--- config.mk ---
export PLATFORM = sky130hd
export DESIGN_NAME = uart_core
export DESIGN_NICKNAME = d
export VERILOG_FILES = /design/src/rtl/uart_pkg.sv /design/src/rtl/uart_rx_fifo.sv /design/src/rtl/uart_core.sv
export SDC_FILE = /design/constraint.sdc
export NUM_CORES = 1
export LEC_CHECK = 0
export BUFFER_PORTS_ARGS = -buffer_cell sky130_fd_sc_hd__buf_4
export CAP_MARGIN = 20
export CORE_UTILIZATION = 61
export CTS_BUF_LIST = sky130_fd_sc_hd__clkbuf_8 sky130_fd_sc_hd__clkbuf_16
export DETAILED_ROUTE_END_ITERATION = 16
export PLACE_DENSITY = 0.8
export SLEW_MARGIN = 0
export SYNTH_ARGS = -nofsm -noshare
export SYNTH_HDL_FRONTEND = slang
export SYNTH_SLANG_ARGS = --single-unit
--- constraint.sdc ---
create_clock -name clk -period 3.5 [get_ports clk]
set_clock_uncertainty 0.05 [all_clocks]
set_input_delay 0.175 -clock clk [delete_from_list [all_inputs] [get_ports clk]]
set_output_delay 0.175 -clock clk [all_outputs]
set_load 0.01 [all_outputs]
--- src/rtl/uart_pkg.sv ---
// Shared constants and state encodings for the parametrised UART core.
package uart_pkg;

   localparam int unsigned OS_RATE   = 16;
   localparam int unsigned OS_MID    = 7;
   localparam int unsigned OS_CNT_W  = 5;
   localparam int unsigned BIT_CNT_W = 4;

   localparam int unsigned PAR_NONE = 0;
   localparam int unsigned PAR_ODD  = 1;
   localparam int unsigned PAR_EVEN = 2;

   typedef enum logic [2:0] {
      TX_IDLE,
      TX_START,
      TX_DATA,
      TX_PARITY,
      TX_STOP
   } tx_state_e;

   typedef enum logic [2:0] {
      RX_IDLE,
      RX_START,
      RX_DATA,
      RX_PARITY,
      RX_STOP
   } rx_state_e;

endpackage

--- src/rtl/uart_rx_fifo.sv ---
// First-word-fall-through FIFO with registered head word and flags.
module uart_rx_fifo #(
   parameter int unsigned WIDTH = 10,
   parameter int unsigned DEPTH = 4
) (
   input  logic             clk,
   input  logic             reset,
   input  logic             push,
   input  logic [WIDTH-1:0] din,
   input  logic             pop,
   output logic [WIDTH-1:0] dout,
   output logic             empty,
   output logic             full
);

   localparam int unsigned ADDR_W = $clog2(DEPTH);
   localparam int unsigned CNT_W  = ADDR_W + 1;

   logic [WIDTH-1:0]  mem [DEPTH];
   logic [ADDR_W-1:0] rd_ptr, rd_ptr_n;
   logic [ADDR_W-1:0] wr_ptr, wr_ptr_n;
   logic [CNT_W-1:0]  cnt, cnt_n;
   logic [WIDTH-1:0]  dout_n;
   logic              pop_ok, push_ok;

   // A pop frees a slot for a push in the same clock, so full+pop+push never drops.
   always_comb begin
      pop_ok   = pop && !empty;
      push_ok  = push && (!full || pop_ok);
      rd_ptr_n = rd_ptr + ADDR_W'(pop_ok);
      wr_ptr_n = wr_ptr + ADDR_W'(push_ok);
      cnt_n    = cnt + CNT_W'(push_ok) - CNT_W'(pop_ok);
      // Head comes from the incoming word when it lands in the slot about to be read.
      if (push_ok && (wr_ptr == rd_ptr_n)) dout_n = din;
      else                                 dout_n = mem[rd_ptr_n];
   end

   always_ff @(posedge clk or negedge reset) begin
      if (!reset) begin
         rd_ptr <= '0;
         wr_ptr <= '0;
         cnt    <= '0;
         dout   <= '0;
         empty  <= 1'b1;
         full   <= 1'b0;
      end else begin
         rd_ptr <= rd_ptr_n;
         wr_ptr <= wr_ptr_n;
         cnt    <= cnt_n;
         dout   <= dout_n;
         empty  <= (cnt_n == '0);
         full   <= (cnt_n == CNT_W'(DEPTH));
      end
   end

   always_ff @(posedge clk) begin
      if (push_ok) mem[wr_ptr] <= din;
   end

endmodule

--- src/rtl/uart_core.sv ---
// Single-clock UART: holding-register transmitter, 16x oversampling receiver, RX FIFO.
module uart_core
   import uart_pkg::*;
#(
   parameter int unsigned CLK_DIV    = 27,
   parameter int unsigned DATA_BITS  = 8,
   parameter int unsigned PARITY     = 0,
   parameter int unsigned STOP_BITS  = 1,
   parameter int unsigned FIFO_DEPTH = 4
) (
   input  logic                 clk,
   input  logic                 reset,
   input  logic                 ld_tx_data,
   input  logic [DATA_BITS-1:0] tx_data,
   input  logic                 tx_enable,
   output logic                 tx_out,
   output logic                 tx_empty,
   input  logic                 rx_in,
   input  logic                 rx_enable,
   input  logic                 uld_rx_data,
   output logic [DATA_BITS-1:0] rx_data,
   output logic                 rx_parity_err,
   output logic                 rx_frame_err,
   output logic                 rx_empty,
   output logic                 rx_full,
   output logic                 rx_overrun
);

   localparam int unsigned DIV_W  = (CLK_DIV > 1) ? $clog2(CLK_DIV) : 1;
   localparam int unsigned SHIFT_W = DATA_BITS + 1;
   localparam int unsigned FIFO_W = DATA_BITS + 2;
   localparam logic [OS_CNT_W-1:0]  OS_LAST   = OS_CNT_W'(OS_RATE - 1);
   localparam logic [OS_CNT_W-1:0]  OS_SAMPLE = OS_CNT_W'(OS_MID);
   localparam logic [OS_CNT_W-1:0]  STOP_LAST = OS_CNT_W'(OS_RATE * STOP_BITS - 1);
   localparam logic [BIT_CNT_W-1:0] BIT_LAST  = BIT_CNT_W'(DATA_BITS - 1);
   localparam logic PAR_EN  = (PARITY != PAR_NONE);
   localparam logic PAR_INV = (PARITY == PAR_ODD);

   // Oversample tick generator shared by both directions
   logic [DIV_W-1:0] div_cnt;
   logic             os_tick_c;

   assign os_tick_c = (div_cnt == DIV_W'(CLK_DIV - 1));

   always_ff @(posedge clk or negedge reset) begin
      if (!reset)         div_cnt <= '0;
      else if (os_tick_c) div_cnt <= '0;
      else                div_cnt <= div_cnt + 1'b1;
   end

   // Transmitter
   tx_state_e              tx_state, tx_state_n;
   logic [OS_CNT_W-1:0]    tx_os, tx_os_n;
   logic [BIT_CNT_W-1:0]   tx_bit, tx_bit_n;
   logic [SHIFT_W-1:0]     tx_shift, tx_shift_n;
   logic [DATA_BITS-1:0]   hold, hold_n;
   logic                   tx_out_n, tx_empty_n;

   always_ff @(posedge clk or negedge reset) begin
      if (!reset) begin
         tx_state <= TX_IDLE;
         tx_os    <= '0;
         tx_bit   <= '0;
         tx_shift <= '0;
         hold     <= '0;
         tx_out   <= 1'b1;
         tx_empty <= 1'b1;
      end else begin
         tx_state <= tx_state_n;
         tx_os    <= tx_os_n;
         tx_bit   <= tx_bit_n;
         tx_shift <= tx_shift_n;
         hold     <= hold_n;
         tx_out   <= tx_out_n;
         tx_empty <= tx_empty_n;
      end
   end

   // Shift register carries {parity, data} so the parity bit falls out after the payload.
   always_comb begin
      tx_state_n = tx_state;
      tx_os_n    = tx_os;
      tx_bit_n   = tx_bit;
      tx_shift_n = tx_shift;
      hold_n     = hold;
      tx_out_n   = tx_out;
      tx_empty_n = tx_empty;

      if (ld_tx_data && tx_empty) begin
         hold_n     = tx_data;
         tx_empty_n = 1'b0;
      end

      case (tx_state)
         TX_IDLE: begin
            tx_out_n = 1'b1;
            if (os_tick_c && !tx_empty && tx_enable) begin
               tx_shift_n = {(^hold) ^ PAR_INV, hold};
               tx_empty_n = 1'b1;
               tx_os_n    = '0;
               tx_out_n   = 1'b0;
               tx_state_n = TX_START;
            end
         end
         TX_START: begin
            if (os_tick_c) begin
               if (tx_os == OS_LAST) begin
                  tx_os_n    = '0;
                  tx_bit_n   = '0;
                  tx_out_n   = tx_shift[0];
                  tx_state_n = TX_DATA;
               end else begin
                  tx_os_n = tx_os + 1'b1;
               end
            end
         end
         TX_DATA: begin
            if (os_tick_c) begin
               if (tx_os == OS_LAST) begin
                  tx_os_n    = '0;
                  tx_shift_n = tx_shift >> 1;
                  tx_out_n   = tx_shift[1];
                  if (tx_bit == BIT_LAST) begin
                     if (PAR_EN) begin
                        tx_state_n = TX_PARITY;
                     end else begin
                        tx_out_n   = 1'b1;
                        tx_state_n = TX_STOP;
                     end
                  end else begin
                     tx_bit_n = tx_bit + 1'b1;
                  end
               end else begin
                  tx_os_n = tx_os + 1'b1;
               end
            end
         end
         TX_PARITY: begin
            if (os_tick_c) begin
               if (tx_os == OS_LAST) begin
                  tx_os_n    = '0;
                  tx_out_n   = 1'b1;
                  tx_state_n = TX_STOP;
               end else begin
                  tx_os_n = tx_os + 1'b1;
               end
            end
         end
         TX_STOP: begin
            if (os_tick_c) begin
               if (tx_os == STOP_LAST) begin
                  tx_os_n    = '0;
                  tx_state_n = TX_IDLE;
               end else begin
                  tx_os_n = tx_os + 1'b1;
               end
            end
         end
         default: tx_state_n = TX_IDLE;
      endcase
   end

   // Receiver
   rx_state_e              rx_state, rx_state_n;
   logic [OS_CNT_W-1:0]    rx_os, rx_os_n;
   logic [BIT_CNT_W-1:0]   rx_bit, rx_bit_n;
   logic [DATA_BITS-1:0]   rx_shift, rx_shift_n;
   logic                   rx_s1, rx_s2, rx_last, rx_last_n;
   logic                   rx_perr, rx_perr_n, rx_ferr, rx_ferr_n;
   logic                   rx_overrun_n;
   logic                   push_c, pop_ok_c;
   logic [FIFO_W-1:0]      push_word_c, head;

   assign pop_ok_c    = uld_rx_data && !rx_empty;
   assign push_word_c = {rx_shift, rx_perr, rx_ferr | ~rx_s2};

   always_ff @(posedge clk or negedge reset) begin
      if (!reset) begin
         rx_s1      <= 1'b1;
         rx_s2      <= 1'b1;
         rx_last    <= 1'b1;
         rx_state   <= RX_IDLE;
         rx_os      <= '0;
         rx_bit     <= '0;
         rx_shift   <= '0;
         rx_perr    <= 1'b0;
         rx_ferr    <= 1'b0;
         rx_overrun <= 1'b0;
      end else begin
         rx_s1      <= rx_in;
         rx_s2      <= rx_s1;
         rx_last    <= rx_last_n;
         rx_state   <= rx_state_n;
         rx_os      <= rx_os_n;
         rx_bit     <= rx_bit_n;
         rx_shift   <= rx_shift_n;
         rx_perr    <= rx_perr_n;
         rx_ferr    <= rx_ferr_n;
         rx_overrun <= rx_overrun_n;
      end
   end

   // Start edges are seen by comparing the line on consecutive os_ticks.
   always_comb begin
      rx_state_n   = rx_state;
      rx_os_n      = rx_os;
      rx_bit_n     = rx_bit;
      rx_shift_n   = rx_shift;
      rx_perr_n    = rx_perr;
      rx_ferr_n    = rx_ferr;
      rx_last_n    = rx_last;
      rx_overrun_n = rx_overrun;
      push_c       = 1'b0;

      if (os_tick_c) rx_last_n = rx_s2;

      case (rx_state)
         RX_IDLE: begin
            if (os_tick_c && rx_enable && rx_last && !rx_s2) begin
               rx_os_n    = '0;
               rx_perr_n  = 1'b0;
               rx_ferr_n  = 1'b0;
               rx_state_n = RX_START;
            end
         end
         RX_START: begin
            if (os_tick_c) begin
               if (rx_os == OS_SAMPLE) begin
                  rx_os_n    = '0;
                  rx_bit_n   = '0;
                  rx_state_n = rx_s2 ? RX_IDLE : RX_DATA;
               end else begin
                  rx_os_n = rx_os + 1'b1;
               end
            end
         end
         RX_DATA: begin
            if (os_tick_c) begin
               if (rx_os == OS_LAST) begin
                  rx_os_n    = '0;
                  rx_shift_n = {rx_s2, rx_shift[DATA_BITS-1:1]};
                  if (rx_bit == BIT_LAST) rx_state_n = PAR_EN ? RX_PARITY : RX_STOP;
                  else                    rx_bit_n   = rx_bit + 1'b1;
               end else begin
                  rx_os_n = rx_os + 1'b1;
               end
            end
         end
         RX_PARITY: begin
            if (os_tick_c) begin
               if (rx_os == OS_LAST) begin
                  rx_os_n    = '0;
                  rx_perr_n  = (^rx_shift) ^ rx_s2 ^ PAR_INV;
                  rx_state_n = RX_STOP;
               end else begin
                  rx_os_n = rx_os + 1'b1;
               end
            end
         end
         RX_STOP: begin
            if (os_tick_c) begin
               if ((rx_os[3:0] == 4'hF) && !rx_s2) rx_ferr_n = 1'b1;
               if (rx_os == STOP_LAST) begin
                  rx_os_n    = '0;
                  push_c     = 1'b1;
                  rx_state_n = RX_IDLE;
               end else begin
                  rx_os_n = rx_os + 1'b1;
               end
            end
         end
         default: rx_state_n = RX_IDLE;
      endcase

      if (pop_ok_c)             rx_overrun_n = 1'b0;
      else if (push_c && rx_full) rx_overrun_n = 1'b1;
   end

   uart_rx_fifo #(
      .WIDTH (FIFO_W),
      .DEPTH (FIFO_DEPTH)
   ) u_rx_fifo (
      .clk   (clk),
      .reset (reset),
      .push  (push_c),
      .din   (push_word_c),
      .pop   (uld_rx_data),
      .dout  (head),
      .empty (rx_empty),
      .full  (rx_full)
   );

   assign rx_data       = head[FIFO_W-1:2];
   assign rx_parity_err = head[1];
   assign rx_frame_err  = head[0];

endmodule

# Word-level counts from Yosys, hierarchy flattened
# Memory sizes are Yosys's and may differ from the RTL's. A register that Yosys moved wholly into a read port is not among the register bits.
# Cells that the tools add are included.
[op_classes] addsub=9 n_mul=0 div=0 magnitude_cmp=0 eq_ne=41 n_shift=0 muxes=76 bitwise=3 reduce_logical=43
[ops] cell="two-way mux 3 bit" count=20
[ops] cell="inequality test 2 bit, second input constant" count=23
[ops] cell="two-way mux 5 bit" count=9
[ops] cell="two-way mux 4 bit" count=10
[ops] cell="one-hot mux 3 bit (5 select lines)" count=2
[ops] cell="two-way mux 9 bit" count=3
[ops] cell="two-way mux 1 bit" count=23
[ops] cell="AND reduction 10 bit" count=2
[ops] cell="one-hot mux 9 bit (2 select lines)" count=1
[ops] cell="one-hot mux 4 bit (2 select lines)" count=2
[ops] cell="AND reduction 4 bit" count=4
[ops] cell="parity 8 bit" count=2
[ops] cell="adder 5 x 1 -> 5 bit, second input constant" count=3
[ops] cell="one-hot mux 5 bit (3 select lines)" count=1
[ops] cell="nonzero test 2 bit" count=7
[ops] cell="== test 3 x 2 -> 1 bit, second input constant" count=4
[ops] cell="AND reduction 6 bit" count=2
[ops] cell="== test 5 x 4 -> 1 bit, second input constant" count=2
[ops] cell="logical AND 1 bit" count=10
[ops] cell="one-hot mux 5 bit (2 select lines)" count=1
[ops] cell="== test 3 bit, second input constant" count=3
[ops] cell="logical NOT 3 bit" count=3
[ops] cell="adder 4 x 1 -> 4 bit, second input constant" count=2
[ops] cell="== test 4 x 3 -> 1 bit, second input constant" count=2
[ops] cell="22 further kinds" count=31
[word_totals] reg_bits=71 latchBits=0 mem_bits_rw=40 rom_bits=0 input_bits=15 output_inout_bits=15 wordCells=196 mem_count=1
[memory_table] memory="u_rx_fifo.mem" depth=4 width=10 rd=1 rd_ports_with_merged_regs=1 wr=1 line="uart_rx_fifo.sv:19" source="logic [WIDTH-1:0] mem [DEPTH];"

# Logic depth before layout (Yosys ltp)
# Gate-level depths: netlist of the first run.
[logic_depth] word_depth=8 depth_mapped=11

# Modules after synthesis
# A second synthesis of the first run with hierarchy kept.
[hier_totals] cells_unflattened=501 area_unflattened_um2=5889.4
[by_module_without_submodules] mod="uart_core" n_inst=1 cells_per_inst=322 area_per_inst_um2=3359.5 seq_area_each_um2=1557.7
[by_module_without_submodules] mod="uart_rx_fifo" n_inst=1 cells_per_inst=179 area_per_inst_um2=2529.9 seq_area_each_um2=1677.9

# Least setup slack after synthesis of the first run
# OpenSTA, ideal clock, no wires.
[synth_path] kind="register -> register" from="register rx_os[0]" to="memory u_rx_fifo.mem[0][0] (enable)" setup_ns=0.392 t_arrival_ns=2.369 t_required_ns=3.058 path_slack_ns=0.689 path_stages_with_launch=7 path_buffers=0 synth_period_minus_slack_ns=2.811 cell_sequence="dfrtp_1 > ha_1 > and3_1 > ha_1 > nand2_1 > a2111oi_4 > nor3b_1"
[synth_between] elab_chain_len=7
[synth_lines] element="start, declared" line="uart_core.sv:165" source="logic [OS_CNT_W-1:0] rx_os, rx_os_n;"
[synth_lines] element="start signal, assigned" line="uart_core.sv:194" source="rx_os <= rx_os_n;"
[synth_lines] element="== test 5 x 4 -> 1 bit" line="uart_core.sv:263" source="if (rx_os == STOP_LAST) begin"
[synth_lines] element="two-way mux 1 bit" line="uart_core.sv:263"
[synth_lines] element="two-way mux 1 bit" line="uart_core.sv:261" source="if (os_tick_c) begin"
[synth_lines] element="two-way mux 1 bit" line="uart_core.sv:217" source="case (rx_state)"
[synth_lines] element="logical AND 1 bit" line="uart_rx_fifo.sv:29" source="push_ok = push && (!full || pop_ok);"
[synth_lines] element="two-way mux 1 bit" line="uart_rx_fifo.sv:57" source="if (push_ok) mem[wr_ptr] <= din;"
[synth_lines] element="two-way mux 1 bit (implied by the code)" line="uart_rx_fifo.sv:57"
[synth_lines] element="end, declared" line="uart_rx_fifo.sv:19"
# Every way passes these cells.

# Worst setup path after layout of the first run
[layout_path] from="register rx_os[0]" to="register u_rx_fifo.full"
[layout_between] elab_chain_len=8
[layout_lines] element="== test 5 x 4 -> 1 bit" line="uart_core.sv:263"
[layout_lines] element="two-way mux 1 bit" line="uart_core.sv:263"
[layout_lines] element="two-way mux 1 bit" line="uart_core.sv:261"
[layout_lines] element="two-way mux 1 bit" line="uart_core.sv:217"
[layout_lines] element="logical AND 1 bit" line="uart_rx_fifo.sv:29"
[layout_lines] element="adder 3 x 1 -> 3 bit" line="uart_rx_fifo.sv:32" source="cnt_n = cnt + CNT_W'(push_ok) - CNT_W'(pop_ok);"
[layout_lines] element="subtractor 3 x 1 -> 3 bit" line="uart_rx_fifo.sv:32"
[layout_lines] element="named net u_rx_fifo.cnt_n[2]" line="uart_rx_fifo.sv:22" source="logic [CNT_W-1:0] cnt, cnt_n;"
[layout_lines] element="== test 3 bit" line="uart_rx_fifo.sv:52" source="full <= (cnt_n == CNT_W'(DEPTH));"
[layout_lines] element="end signal, assigned" line="uart_rx_fifo.sv:52"
[layout_lines] element="end, declared" line="uart_rx_fifo.sv:13" source="output logic full"
# The timed path passes the listed nets, and every way through them passes these cells.
# A chain may end at the register's enable or synchronous reset.

==> results_dict.tcl, run 1 <==
set metrics [dict create \
    status "complete, but fails checks" \
    violations "design-rule violations" \
    worstPathRequired_ps 3860 \
    synthFlopType "dfrtp_1" \
    avgSynthCellArea_um2 13.0 \
    rows 34 \
    multi_input_area_um2 2230 \
    intPower_uw 3000 \
    grt_max_degree 82 \
    start_kind "register" \
    hold_path_class "primary input to register" \
    dpl_cell_area_um2 5920 \
    cp-startpoint "rx_os[0]" \
    cts_tree "built" \
    clkTransAtPathRegs_ps 60 \
    r2r-start "rx_os[0]" \
    worst-setup-path-type "register to register" \
    synth.distinct_cells 64 \
    synth_top_area_share_pct 33.4 \
    grt_antenna_before_repair 0 \
    timing.setup.tns_ps 0 \
    dr_total_vias 3705 \
    timing.hold.ws_ps 23.9 \
    wl_mm 10.7 \
    p_switching_uw 1070 \
    crit_family "adder cells" \
    portBuffers 29 \
    synth_edf_count 40 \
    cp.arrival_ps 3580 \
    fillerInstances 535 \
    fin_nets 507 \
    drtIter0Drc 225 \
    synthTopCellsByArea "dfrtp_1, edfxtp_1, mux2_2" \
    cts_resized 0 \
    cts_hold_buf 11 \
    seq_area_um2 3240 \
    cp-end-kind "register" \
    worstMarginPinSlew_ps 1050 \
    switching_share_pct 26.2 \
    num_io_pins 30 \
    grt.overflow.total 0 \
    finalSetupViolCount 0 \
    drive_gt1_share_pct 24.2 \
    core-area_um2 8810 \
    numCtsBuffers 17 \
    fmax_mhz 310 \
    dr.pass1.iters 13 \
    synthCells 433 \
    clock-sinks 121 \
    hold_start "uld_rx_data" \
    critPathMaxStageDelay_ps 380 \
    fp.dieArea_um2 9600 \
    ys_ff_latch 121 \
    post-dp-hpwl_mm 6.49 \
    syn_area_um2 5620 \
    root_buffer "clkbuf_8" \
    die_w_um 98.0 \
    ys_warn_count 0 \
    area_delta_synth_final_pct 18.3 \
    antenna_cells 0 \
    crit_fanout 12 \
    slew-limit-headroom_pct 29.8 \
    synth_top_area_cell "dfrtp_1" \
    path_cells "ha_1 > and3_1 > ha_1 > nand2_1 > a2111oi_4 > ha_1 > inv_1 > fa_1 > xnor2_1 > xnor2_1 > nor3b_1" \
    rsz0062_at_grt "false" \
    synth_nets 461 \
    yosysSeqAreaShare_pct 57.6 \
    grtUsageTotal_pct 24.6 \
    grt_pass1_wl_mm 18.0 \
    power_density_nw_per_um2 612 \
    initial_utilization_pct 63.8 \
    remaining_drc_errors 1 \
    cts_setup_buffers 0 \
    clk_latency_ps 510 \
    power_frac_seq_pct 39.8 \
    place.gp.congestion 0.862 \
    finalCritPeriodShare_pct 92.1 \
    cap_violations 0 \
    ant_nets 0 \
    leakagePower_uw 0.00278 \
    grt_pass1_vias 3682 \
    via_per_inst 6.18 \
    synthArstFlopShare_pct 66.9 \
    maxSlewViolCount 0 \
    combPwrFrac_pct 17.9 \
    stdcell_area_um2 6650 \
    cts_max_path_buffers 2 \
    final_util_pct 75.5 \
    vdd_drop_max_uv 398 \
    crit_buf_inv 1 \
    fin_crit_ps 3220 \
    routedWlPerCell_um 17.8 \
    critPathSlowestCell "dfrtp_1" \
    dieHeight_um 98.0 \
    power.total_uw 4070 \
    hold_viol_final 0 \
    crit_top_cell "ha_1" \
    p_clk_share_pct 42.3 \
    htree_levels 4 \
]
==> logic make-up (layout without fill, tap and decap cells) <==
kind of cell	count (synthesis)	count (layout)	share of synthesized area, %
AOI/OAI and AO/OA	79	79	9.82
xor gates and xnor gates	22	22	3.67
adders and majority gates	13	13	3.03
buffers and inverters	35	94	2.67
DFF	121	121	57.6
muxes	52	52	12.1
and+or+nand+nor	111	111	11.1
==> worst register-to-register path, delay by kind of cell (launching register included) <==
family,cells,cell delay (ps)
buffers and inverters,1,60
and+or+nand+nor,3,660
adders and majority gates,4,1200
xor gates and xnor gates,2,390
DFF,1,380
AOI/OAI and AO/OA,1,380
==> path summary, 6_finish.rpt <==
kind | end | slack [ps] | cells after the start
setup / recovery | u_rx_fifo.full | 280 | 11
hold / removal | rx_overrun | 20 | 4
setup reg to reg | u_rx_fifo.full | 280 | 11
hold reg to reg | rx_s2 | 310 | 0
max in group asynchronous | rx_last | 2730 | 3
min in group asynchronous | u_rx_fifo.full | 40 | 2
==> through the flow <==
step	cells	setup WS, ps
after floorplan	433	689
after global placement	556	604
after detailed placement	556	356
after CTS	599	292
after global routing	600	7.93
final	600	278
==> placed cells by master, fill, tap and decap left out, drive strengths merged, types with 4 or more instances in the layout <==
master and count:
o31ai 4, dfstp 6, nor3 9, edfxtp 40, mux2i 14, or2 5
dfrtp 75, xnor2 14, nor2 22, nand2b 11, nand3 12, ha 12
o211ai 4, inv 27, buf 35, o21ai 30, a21oi 7, nand2 19
mux4 10, o2bb2ai 4, xor2 7, and3 4, and3b 4, dlygate4sd3 11
mux2 28, clkbuf 17
==> cell usage after synthesis (all sizes together) (2+ instances only) <==
| master | instances |
|---|---|
| mux4 | 10 |
| o31ai | 4 |
| or2 | 5 |
| inv | 16 |
| and3 | 4 |
| nand2 | 19 |
| nand2b | 11 |
| or3 | 2 |
| dfrtp | 75 |
| o32ai | 2 |
| o21ai | 30 |
| a32o | 2 |
| nand4b | 2 |
| a211oi | 3 |
| and3b | 4 |
| a2111oi | 2 |
| nor2 | 22 |
| o2bb2ai | 4 |
| and4b | 2 |
| xor2 | 7 |
| nor4 | 2 |
| o21a | 2 |
| o211ai | 4 |
| a22o | 2 |
| edfxtp | 40 |
| o2111ai | 2 |
| dfstp | 6 |
| a32oi | 3 |
| nand3 | 12 |
| clkbuf | 10 |
| nor3b | 2 |
| a31oi | 2 |
| nor2b | 3 |
| o41ai | 3 |
| nor3 | 9 |
| a21oi | 7 |
| and2 | 3 |
| buf | 9 |
| mux2i | 14 |
| ha | 12 |
| nand4 | 2 |
| xnor2 | 14 |
| mux2 | 28 |
| nand3b | 3 |
==> flip-flops by register name, summed over array words and instances, names as in the netlist, 2 cells and up <==
name	flops
tx_shift	9
rx_os	5
tx_os	5
u_rx_fifo.dout	10
tx_bit	4
rx_bit	4
u_rx_fifo.wr_ptr	2
tx_state	3
u_rx_fifo.mem	40
u_rx_fifo.rd_ptr	2
rx_state	3
u_rx_fifo.cnt	3
div_cnt	5
rx_shift	8
hold	8
==> routing by layer <==
layer	vias up	track usage [%]	wire [um]
met4	0	11.1	225
met2	107	41.3	5580
met1	1862	29.9	4420
li1	1713	-	-
met3	23	6.51	462
met5	-	0	0
==> power by group through the flow <==
stage               sequential [uW]  clock (uW)  combinational [uW]
finish                         1620        1720                 726
global route                   1630        1810                 785
CTS                            1620        1750                 731
detailed placement             1640           0                 701
global placement               1640           0                 663
floorplan                      1660           0                 468
==> cell type report <==
cell class / count / share of cell area (%)
Sequential cell: 121 / 48.7
Multi-Input combinational cell: 277 / 33.6
Clock buffer: 17 / 6.23
Inverter: 16 / 0.903
Timing Repair Buffer: 46 / 5.91
Clock inverter: 15 / 2.65
Tap cell: 108 / 2.03
Power figures use the tool's default switching activity.
==> run 2, diff against run 1 <==
- REMOVE_ABC_BUFFERS: not set -> 1
==> run 2 against run 1 <==
The run still ends with design-rule violations left. Clock power rose by 2%. Cell area rose by 0.21%. Routed wire length fell by 3.6%. Final cell count did not move. Clock-buffer cell count did not move. Register-to-register slack improved by 120 ps. Sequential power barely moved. First-iteration DRC count fell by 18%. Sequential cell count did not move. Worst setup slack improved by 120 ps. Critical endpoint unchanged. Largest power group unchanged. Highest routed layer unchanged.
==> results_dict.tcl, run 2 (synthesis results as in run 1) <==
set metrics [dict create \
    status "complete, but fails checks" \
    violations "design-rule violations" \
    seq_area_um2 3240 \
    p_switching_uw 1010 \
    clk_latency_ps 510 \
    power_frac_seq_pct 39.8 \
    worst-setup-path-type "register to register" \
    initial_utilization_pct 63.8 \
    critPathSlowestCell "dfrtp_1" \
    num_io_pins 30 \
    drtIter0Drc 185 \
    combPwrFrac_pct 17.0 \
    slew-limit-headroom_pct 30.2 \
    fmax_mhz 323 \
    reg_top3 "u_rx_fifo.mem x40, u_rx_fifo.dout x10, tx_shift x9" \
    dieHeight_um 98.0 \
    numCtsBuffers 17 \
    ant_nets 0 \
    final_util_pct 75.6 \
    fp.dieArea_um2 9600 \
    crit_fanout 12 \
    core-area_um2 8810 \
    antenna_cells 0 \
    fin_nets 507 \
    cp.arrival_ps 3470 \
    stdcell_area_um2 6660 \
    portBuffers 29 \
    layout.cells.most_common "dfrtp_1" \
    dr.pass1.iters 11 \
    top_register "u_rx_fifo.mem" \
    fin_crit_ps 3100 \
    area_delta_synth_final_pct 18.5 \
    timing.setup.tns_ps 0 \
    post-dp-hpwl_mm 6.40 \
    dpl_cell_area_um2 5920 \
    intPower_uw 3060 \
    mostFrequentLayoutCells "dfrtp_1, edfxtp_1, buf_4" \
    start_kind "register" \
    cts_resized 0 \
    drive_gt1_share_pct 24.2 \
    remaining_drc_errors 4 \
    cts_max_path_buffers 2 \
    dr_total_vias 3583 \
    finalCritPeriodShare_pct 88.5 \
    finalSetupViolCount 0 \
    cap_violations 0 \
    cp-end-kind "register" \
    leakagePower_uw 0.00278 \
    final_cells 600 \
    reg2reg_depth 11 \
    largest_register_ffs 40 \
    holdPathStages 4 \
    place.gp.congestion 0.886 \
    grt_pass1_wl_mm 18.0 \
    fillerInstances 535 \
    hold_path_class "primary input to register" \
    crit_top_cell "ha_1" \
    grt_antenna_before_repair 0 \
    clock-sinks 121 \
    rsz0062_at_grt "false" \
    cts_tree "built" \
    multi_input_area_um2 2230 \
    critPathMaxStageDelay_ps 380 \
    die_w_um 98.0 \
    vdd_drop_max_uv 374 \
    grt_pass1_vias 3742 \
    switching_share_pct 24.8 \
    htree_levels 4 \
    worstMarginPinSlew_ps 1040 \
    clkTransAtPathRegs_ps 60 \
    crit_buf_inv 1 \
    grt.overflow.total 0 \
    power_density_nw_per_um2 610 \
    wl_mm 10.3 \
    path_cells "ha_1 > and3_1 > ha_1 > nand2_1 > a2111oi_4 > ha_1 > inv_1 > fa_1 > xnor2_1 > xnor2_1 > nor3b_1" \
    worst-path-stages 11 \
    grtUsageTotal_pct 24.3 \
    dp_cells 556 \
    hold_viol_final 0 \
    maxSlewViolCount 0 \
    crit_family "adder cells" \
    rows 34 \
    worstPathRequired_ps 3870 \
    routedWlPerCell_um 17.2 \
    root_buffer "clkbuf_8" \
    grt_max_degree 82 \
    p_clk_share_pct 43.2 \
    via_per_inst 5.97 \
]
## run 2: final timing paths
check	from	end	slack, ps
min	uld_rx_data	rx_overrun	30
min reg2reg	rx_s1	rx_s2	310
max	rx_os[0]	u_rx_fifo.full	400
max in group asynchronous	reset	rx_s1	2690
max reg2reg	rx_os[0]	u_rx_fifo.full	400
min in group asynchronous	reset	u_rx_fifo.dout[0]	70
## run 2: final cells by class
| class | count | area share, % |
|---|---|---|
| inverters | 16 | 0.902 |
| multi-input cells | 277 | 33.5 |
| clock inverters | 15 | 2.85 |
| repair buffers | 46 | 5.90 |
| clock buffers | 17 | 6.22 |
| flip-flops and latches | 121 | 48.6 |
| well taps | 108 | 2.03 |
## run 2: power by group through the flow
| stage | clock network [uW] | logic, uW | registers [uW] |
|---|---|---|---|
| detailed placement | 0 | 687 | 1640 |
| CTS | 1790 | 699 | 1620 |
| finish | 1760 | 692 | 1620 |
| global route | 1850 | 756 | 1630 |
| floorplan | 0 | 458 | 1660 |
| global placement | 0 | 661 | 1640 |
## run 2: routing by layer
metal  track usage (%)  part of all wire, %  wire length (um)  up-vias
li1                  -                    -                 -     1699
met1              31.0                   44              4590     1791
met2              40.2                   51              5260       82
met3              5.01                  3.2               330       11
met4              11.1                  1.3               131        0
met5                 0                    0                 0        -
## run 2: metrics by stage
step	hold slack [ps]	worst slack, ps	power, uW
after detailed placement	240	439	2330
after global routing	62.9	144	4230
final	28.9	401	4070
after global placement	244	602	2300
after floorplan	-171	506	2120
after CTS	20.4	413	4110
## run 2: timing repair
item                                   in CTS  in global routing
hold buffers                               11                  0
endpoints found under the hold margin      85                  0
setup buffers                               0                  0
## run 2: tightest hold or removal path: stages
cell and delay (ps):
buf_4 80, nand2b_1 100, inv_1 140, nor2_1 60
